### src/rtl/fft_frame_controller.sv
// fft_frame_controller
//   Frame sequencer around an in-place radix-2 FFT engine. It collects one
//   frame of N = 2**N_LOG2 samples into bank A in bit-reversed order, kicks
//   the address generator, waits for the butterfly pipeline to drain, then
//   streams the result bank out in natural order through a 2-entry skid FIFO.
//
// Ports
//   clk, rst_n            clock, synchronous active-low reset
//   s_valid/s_ready/s_data/s_last   input sample stream (accepted in LOAD only)
//   ld_we/ld_addr/ld_data bank-A write port, bit-reversed address
//   agu_start/agu_busy/agu_done     address-generator handshake
//   rd_en/rd_addr/rd_bank/rd_data   result-bank read port, 1-cycle latency
//   m_valid/m_ready/m_data/m_last   output sample stream, natural order
//   frame_busy            high whenever a frame is not being loaded
//   err_framing           sticky: s_last disagreed with the sample position

package fft_consts;
    localparam int N_LOG2 = 3;
endpackage

module fft_frame_controller #(
    parameter int N_LOG2       = fft_consts::N_LOG2,
    parameter int DATA_W       = 32,
    parameter int DRAIN_CYCLES = 4
) (
    input  logic              clk,
    input  logic              rst_n,
    input  logic              s_valid,
    output logic              s_ready,
    input  logic [DATA_W-1:0] s_data,
    input  logic              s_last,
    output logic              ld_we,
    output logic [N_LOG2-1:0] ld_addr,
    output logic [DATA_W-1:0] ld_data,
    output logic              agu_start,
    input  logic              agu_busy,
    input  logic              agu_done,
    output logic              rd_en,
    output logic [N_LOG2-1:0] rd_addr,
    output logic              rd_bank,
    input  logic [DATA_W-1:0] rd_data,
    output logic              m_valid,
    input  logic              m_ready,
    output logic [DATA_W-1:0] m_data,
    output logic              m_last,
    output logic              frame_busy,
    output logic              err_framing
);

    localparam logic [N_LOG2-1:0] LAST_IDX = '1;

    typedef enum logic [1:0] {
        S_LOAD,
        S_RUN,
        S_DRAIN,
        S_UNLOAD
    } state_t;

    state_t              r_state;
    state_t              w_state_nxt;

    logic [N_LOG2-1:0]   r_ld_cnt;
    logic [3:0]          r_drain_cnt;
    logic [N_LOG2:0]     r_rd_cnt;       // reads issued this frame, 0..N
    logic                r_inflight;
    logic                r_inflight_last;
    logic [DATA_W-1:0]   r_fifo_data [2];
    logic [1:0]          r_fifo_last;
    logic                r_wptr;
    logic                r_rptr;
    logic [1:0]          r_fcnt;
    logic                r_err;

    logic [N_LOG2-1:0]   w_ld_addr;
    logic                w_accept;
    logic                w_ld_last;
    logic                w_pop;
    logic                w_head_last;
    logic [1:0]          w_occ;
    logic                w_issue;
    logic                w_frame_done;
    logic                w_drain_done;
    logic                w_unused_busy;

    // agu_busy is observed by nobody; kept on the port for external checking.
    assign w_unused_busy = agu_busy;

    always_comb begin
        for (int i = 0; i < N_LOG2; i++) begin
            w_ld_addr[i] = r_ld_cnt[N_LOG2-1-i];
        end
    end

    assign w_accept     = (r_state == S_LOAD) && s_valid;
    assign w_ld_last    = (r_ld_cnt == LAST_IDX);
    assign w_pop        = (r_fcnt != 2'd0) && m_ready;
    assign w_head_last  = r_fifo_last[r_rptr];
    // Occupancy counts the slot freed by this cycle's pop, so a full-rate
    // stream keeps one read in flight and one entry buffered.
    assign w_occ        = r_fcnt - {1'b0, w_pop} + {1'b0, r_inflight};
    assign w_issue      = !r_rd_cnt[N_LOG2] && (w_occ < 2'd2);
    assign w_frame_done = w_pop && w_head_last;
    assign w_drain_done = (r_drain_cnt == 4'(DRAIN_CYCLES - 1));

    // State register
    always_ff @(posedge clk) begin
        if (!rst_n) begin
            r_state <= S_LOAD;
        end else begin
            r_state <= w_state_nxt;
        end
    end

    // Next state and control outputs
    always_comb begin
        w_state_nxt = r_state;
        s_ready     = 1'b0;
        ld_we       = 1'b0;
        agu_start   = 1'b0;
        rd_en       = 1'b0;
        case (r_state)
            S_LOAD: begin
                s_ready = 1'b1;
                ld_we   = s_valid;
                if (s_valid && w_ld_last) begin
                    w_state_nxt = S_RUN;
                end
            end
            S_RUN: begin
                agu_start = 1'b1;
                if (agu_done) begin
                    w_state_nxt = S_DRAIN;
                end
            end
            S_DRAIN: begin
                if (w_drain_done) begin
                    w_state_nxt = S_UNLOAD;
                end
            end
            S_UNLOAD: begin
                rd_en = w_issue;
                if (w_frame_done) begin
                    w_state_nxt = S_LOAD;
                end
            end
            default: w_state_nxt = S_LOAD;
        endcase
    end

    // Counters, read tracking, output FIFO, error flag
    always_ff @(posedge clk) begin
        if (!rst_n) begin
            r_ld_cnt        <= '0;
            r_drain_cnt     <= '0;
            r_rd_cnt        <= '0;
            r_inflight      <= 1'b0;
            r_inflight_last <= 1'b0;
            r_fifo_last     <= '0;
            r_wptr          <= 1'b0;
            r_rptr          <= 1'b0;
            r_fcnt          <= '0;
            r_err           <= 1'b0;
        end else begin
            // Load counter wraps to 0 after sample N-1, ready for the next frame.
            if (w_accept) begin
                r_ld_cnt <= r_ld_cnt + 1'b1;
                if (s_last != w_ld_last) begin
                    r_err <= 1'b1;
                end
            end

            if (r_state == S_DRAIN) begin
                r_drain_cnt <= w_drain_done ? '0 : r_drain_cnt + 1'b1;
            end

            r_inflight      <= rd_en;
            r_inflight_last <= (rd_addr == LAST_IDX);
            if (rd_en) begin
                r_rd_cnt <= r_rd_cnt + 1'b1;
            end

            if (r_inflight) begin
                r_fifo_data[r_wptr] <= rd_data;
                r_fifo_last[r_wptr] <= r_inflight_last;
                r_wptr              <= ~r_wptr;
            end
            if (w_pop) begin
                r_rptr <= ~r_rptr;
            end
            r_fcnt <= r_fcnt + {1'b0, r_inflight} - {1'b0, w_pop};

            if ((r_state == S_UNLOAD) && w_frame_done) begin
                r_rd_cnt <= '0;
                r_wptr   <= 1'b0;
                r_rptr   <= 1'b0;
                r_fcnt   <= '0;
            end
        end
    end

    assign ld_addr     = w_ld_addr;
    assign ld_data     = s_data;
    assign rd_addr     = r_rd_cnt[N_LOG2-1:0];
    // In-place radix-2 ping-pongs banks each stage; odd stage count ends in B.
    assign rd_bank     = ((N_LOG2 % 2) == 1);
    assign m_valid     = (r_fcnt != 2'd0);
    assign m_data      = r_fifo_data[r_rptr];
    assign m_last      = m_valid && w_head_last;
    assign frame_busy  = (r_state != S_LOAD);
    assign err_framing = r_err;

    // The AGU must not report completion to a start it has not been given.
    a_done_outside_run: assert property (@(posedge clk) disable iff (!rst_n)
        !(agu_done && agu_start && (r_state != S_RUN)));

endmodule

### config.mk
export PLATFORM = sky130hd
export DESIGN_NAME = fft_frame_controller
export DESIGN_NICKNAME = d
export VERILOG_FILES = /design/src/rtl/fft_frame_controller.sv
export SDC_FILE = /design/constraint.sdc
export NUM_CORES = 1
export LEC_CHECK = 0
export ABC_CLOCK_PERIOD_IN_PS = 4200
export CAP_MARGIN = 20
export CORE_AREA = 2 2 100 102
export CTS_CLUSTER_DIAMETER = 50
export CTS_CLUSTER_SIZE = 30
export DETAILED_ROUTE_END_ITERATION = 6
export DIE_AREA = 0 0 102 104
export PLACE_DENSITY = 0.73
export SYNTH_ARGS = -nofsm -noshare
export SYNTH_HDL_FRONTEND = slang
export SYNTH_SLANG_ARGS = --single-unit
### constraint.sdc
create_clock -name clk -period 4.2 [get_ports clk]
set_input_delay 1.26 -clock clk [delete_from_list [all_inputs] [get_ports clk]]
set_output_delay 1.26 -clock clk [all_outputs]
set_load 0.01 [all_outputs]
## Word level (Yosys, flattened, before mapping)

Memories as Yosys holds them, arrays and structs flattened. A register that Yosys moved wholly into a read port is not among the register bits.
Index checks and enable logic that the tools add are counted.

- Register bits after elaboration: 22
- Memories: 1
- RAM bits: 64

- Bitwise operators: 3
- Add/subtract/negate cells: 7
- Multiplexer cells: 20
- Reductions and logical operators: 15
- Magnitude comparators: 4
- Equality and inequality tests: 11

Memories:

| name | depth | bits a word | read ports | clocked after memory_dff | wr ports | RTL line | RTL |
|---|---|---|---|---|---|---|---|
| r_fifo_data | 2 | 32 | 1 | 1 | 1 | 67 | `logic [DATA_W-1:0] r_fifo_data [2];` |

Operators by type and width:

| operator | count |
|---|---|
| two-way mux 1 bit | 12 |
| adder 4 x 1 -> 4 bit (second input constant) | 2 |
| logical AND 1 bit | 8 |
| two-way mux 2 bit | 4 |
| case mux 2 bit (4 select lines) | 1 |
| == test 3 bit (second input constant) | 2 |
| != test 2 bit (second input constant) | 3 |
| adder 2 x 1 -> 2 bit | 2 |
| == test 2 bit (second input constant) | 2 |
| == test 4 x 2 -> 1 bit (second input constant) | 1 |
| less-than comparator 1 x 2 -> 1 bit (second input constant) | 2 |
| two-way mux 4 bit | 1 |
| AND reduction 4 bit | 1 |
| nonzero test 2 bit | 2 |
| subtractor 2 x 1 -> 2 bit | 2 |
| adder 3 x 1 -> 3 bit (second input constant) | 1 |
| NOT 1 bit | 3 |
| bitwise mux 2 bit | 1 |
| == test 2 x 1 -> 1 bit (second input constant) | 1 |
| zero test 2 bit | 1 |
| less-than comparator 2 bit (second input constant) | 1 |
| != test 2 x 1 -> 1 bit (second input constant) | 1 |
| AND reduction 2 bit | 1 |
| OR reduction 2 bit | 1 |
| other kinds (4) | 4 |

## Depth between registers and ports, before layout

- Word-level depth: 7
- Gate-level depth with buffers: 6
- Depth with buffers taken out: 6

## Least setup slack after synthesis

Ideal clock, no wire load.

- Path kind: input to output
- Start point: input port m_ready
- End point: output port rd_en
- Buffers on the path: 0
- Setup slack: 758 ps
- Stages on the path: 5
- Arrival: 2182 ps
- Cells stage by stage: nand2b_1 -> o21ai_0 -> ha_1 -> a21boi_1 -> nor3_1

- Longest elaborated chain between the ends: 6

RTL lines:

| what | RTL line | RTL |
|---|---|---|
| from (decl) | 43 | `input logic m_ready,` |
| logical AND 1 bit | 96 | `assign w_pop = (r_fcnt != 2'd0) && m_ready;` |
| subtractor 2 x 1 -> 2 bit | 100 | `assign w_occ = r_fcnt - {1'b0, w_pop} + {1'b0, r_inflight};` |
| adder 2 x 1 -> 2 bit | 100 |  |
| less-than comparator 2 bit | 101 | `assign w_issue = !r_rd_cnt[N_LOG2] && (w_occ < 2'd2);` |
| logical AND 1 bit | 101 |  |
| two-way mux 1 bit | 121 | `case (r_state)` |
| to (decl) | 38 | `output logic rd_en,` |

Every way passes these cells.

## Worst setup path in the final report

- Start point: input port s_valid
- End point: output port ld_we

- Longest elaborated chain between the ends: 1

RTL lines:

| what | RTL line | RTL |
|---|---|---|
| from (decl) | 28 | `input logic s_valid,` |
| two-way mux 1 bit | 121 |  |
| to (decl) | 32 | `output logic ld_we,` |

Every way passes these cells.

==> impl_metrics.tcl <==
set metrics [dict create \
    rsz0062_at_grt "no" \
    hold-worst-slack_ps 479 \
    grt_pass1_wl_microns 10800 \
    crit_end "ld_we" \
    yosysSeqAreaShare_pct 63.4 \
    layout-drive-gt1-share_pct 17.8 \
    drtPass1Iterations 4 \
    area.sequential_sq_um 2380 \
    avgSynthCellArea_sq_um 14.1 \
    setup_violations 0 \
    grt-ovfl-total 0 \
    grtUsageTotal_pct 13.2 \
    coreArea_sq_um 9550 \
    finalHoldViolations 0 \
    antenna_left 0 \
    fin_area_sq_um 4730 \
    yosysWarnings 0 \
    netlist_instances 267 \
    worstSetupStartpoint "s_valid" \
    cts_sinks 87 \
    synth_edf_count 64 \
    dp.cells 448 \
    yosys.area_share.simple_pct 7.10 \
    grt_util_met3_pct 5.04 \
    row_count 36 \
    top_level_ports 150 \
    fin_nets 408 \
    hpwl_microns 4480 \
    synthAdderAreaFrac_pct 3.67 \
    critPathRequiredTime_ps 2940 \
    ys_types 36 \
    tritoncts "done" \
    postSynth.asyncResetShare_pct 0 \
    die_h_microns 104 \
    cts.hold.buffers_added 0 \
    synth-seq-cells 87 \
    post-cts-setup-buffer-count 0 \
    numPortBuffers 83 \
    syn2layout_area_growth_pct 26.0 \
    worstSetupEndpointType "primary output" \
    fin_skew_ps 11.0 \
    cts_root_buf "clkbuf_8" \
    grtUsageMet2_pct 21.7 \
    cts_resized 4 \
    grt_max_degree 33 \
    synth_top_family_by_area "multiplexers" \
    wl_per_cell_microns 14.4 \
    gr-max-usage-layer "met2" \
    routed_wirelength_microns 6700 \
    viasPerCell 4.63 \
    status "finished, final reports clean" \
    clockBufferDepth 2 \
    htreeDepth 3 \
    initial_core_util_pct 39.3 \
    p_per_area_nw_per_um2 333 \
    reg2reg_slack_ps 2310 \
    synthesis.area_sq_um 3750 \
    vias 2150 \
    multi_input_area_sq_um 1050 \
    num_antenna_cells 0 \
    slew_violations 0 \
    fill_cells 855 \
    dr.first_iter.drc_count 49 \
    die_area_sq_um 10600 \
    synthMuxAreaShare_pct 11.2 \
    placed_area_sq_um 4520 \
    critPathLaunchType "input pin" \
    gp_congestion 0.764 \
    insertion_delay_ps 350 \
    clk_pin_slew_ps 80 \
    max_freq_mhz 262 \
    hp-class "reg2reg" \
    final_cell_count_no_fill 464 \
    synth_xor_area_share_pct 0.700 \
    rr_endpoint "r_rd_cnt[0]" \
    final.min_clock_period_ps 3820 \
    reg2regPathDepth 7 \
    syn-num-nets 349 \
    vdd_drop_max_uv 187 \
    drc_errors 0 \
    synth_flop_cell "edfxtp_1" \
    crit_arrival_ps 2560 \
    antenna_found_initial 0 \
    grt_util_met1_pct 14.7 \
    dieWidth_microns 102 \
    drv_cap 0 \
    crit_fanout 5 \
    synth_compound_area_share_pct 5.00 \
    cts_buffers 9 \
    path_class "in2out" \
    rr_startpoint "r_fcnt[1]" \
    leakage_uw 0.00166 \
    period_share_pct 90.9 \
    finalPower_uw 1580 \
    grt_pass1_vias 2245 \
]
==> cell families (layout without fill, tap and decap cells) <==
group                      count (synthesis)  in the layout
buffers and inverters                     51            115
DFF                                       87             87
muxes                                     38             38
and+or+nand+nor                           47             47
other                                      1              1
adders and majority gates                 11             11
xor gates and xnor gates                   3              3
AOI/OAI and AO/OA                         29             29
==> final cells by class <==
class / instances / area share (%)
well taps: 133 / 3.52
flip-flops and latches: 87 / 50.4
repair buffers: 91 / 18.9
clock inverters: 7 / 1.64
clock buffers: 9 / 2.62
multi-input cells: 129 / 22.3
inverters: 8 / 0.635
==> metrics by stage <==
step                      utilization, %  setup slack [ps]  setup TNS [ps]
after CTS                           49.5              57.3               0
final                               49.5               381               0
after global routing                49.5               329               0
after detailed placement            47.3              -403            -403
after global placement              47.3              -385            -385
after floorplan                        -               758               0
==> worst max-delay path, cell delays in order <==
cell and delay, ps:
clkdlybuf4s50_1 480, nand2_1 140, inv_1 130, clkdlybuf4s50_1 550
==> placed cells by master (no fill, tap or decap), types with 2 or more instances in the layout <==
cell / Yosys / final
inv_6: 0 / 3
inv_1: 8 / 8
edfxtp_1: 64 / 64
mux2i_1: 6 / 6
o21ai_1: 2 / 2
dfxtp_1: 23 / 23
a21boi_0: 4 / 4
xnor2_1: 3 / 3
mux2_2: 30 / 30
nand4b_1: 2 / 2
nand2_1: 16 / 16
ha_1: 11 / 11
nand3_1: 2 / 2
o211ai_1: 3 / 3
clkdlybuf4s50_1: 0 / 81
nor2_1: 4 / 3
o31ai_1: 4 / 4
o21ai_0: 3 / 3
and2_1: 5 / 5
a21oi_1: 8 / 8
mux2_1: 2 / 2
buf_4: 36 / 8
nor2b_1: 6 / 6
nand2b_1: 3 / 3
and3_1: 4 / 4
clkbuf_8: 0 / 9
==> registers in the layout, indices dropped and copies added (netlist names), 2 cells and up, named ones only <==
signal,flops
r_fifo_data,64
r_state,2
r_fifo_last,2
r_ld_cnt,3
r_fcnt,2
r_rd_cnt,4
r_drain_cnt,4
==> cell usage after synthesis (4+ instances only) <==
cell       n  area (sq um)
and2_1     5          31.3
edfxtp_1  64          1920
and3_1     4          25.0
clkbuf_1   4          15.0
mux2_2    30           338
nor2_1     4          15.0
nor2b_1    6          37.5
mux2i_1    6          60.1
dfxtp_1   23           460
o31ai_1    4          30.0
a21boi_0   4          30.0
a21oi_1    8          40.0
ha_1      11           138
nand2_1   16          60.1
buf_4     36           270
inv_1      8          30.0
==> report_power, final <==
group	leakage [uW]	internal, uW	switching, uW	total (uW)
clock	0.000101	281	307	588
sequential	0.000761	922	2.39	924
combinational	0.000796	43.0	20.8	63.8
==> layer usage <==
metal  wire length (microns)  share of wire, %  vias up
met5                       0                 0        -
met2                    3250                48       84
li1                        -                 -     1044
met4                     140               2.1        0
met1                    2790                42     1001
met3                     517               7.7       21
==> how the worst min path moves through the flow <==
| stage | start | to | cells after the start |
|---|---|---|---|
| 6_report | err_framing | err_framing | 1 |
| 2_1_floorplan | r_fifo_last[1] | r_fifo_last[1] | 2 |
| 4_1_cts | r_rd_cnt[3] | r_rd_cnt[3] | 2 |
| 5_1_grt | r_rd_cnt[3] | r_rd_cnt[3] | 2 |
| 3_3_place_gp | err_framing | err_framing | 1 |
| 3_5_place_dp | err_framing | err_framing | 1 |
No activity file was read; power rests on OpenSTA's default activity.
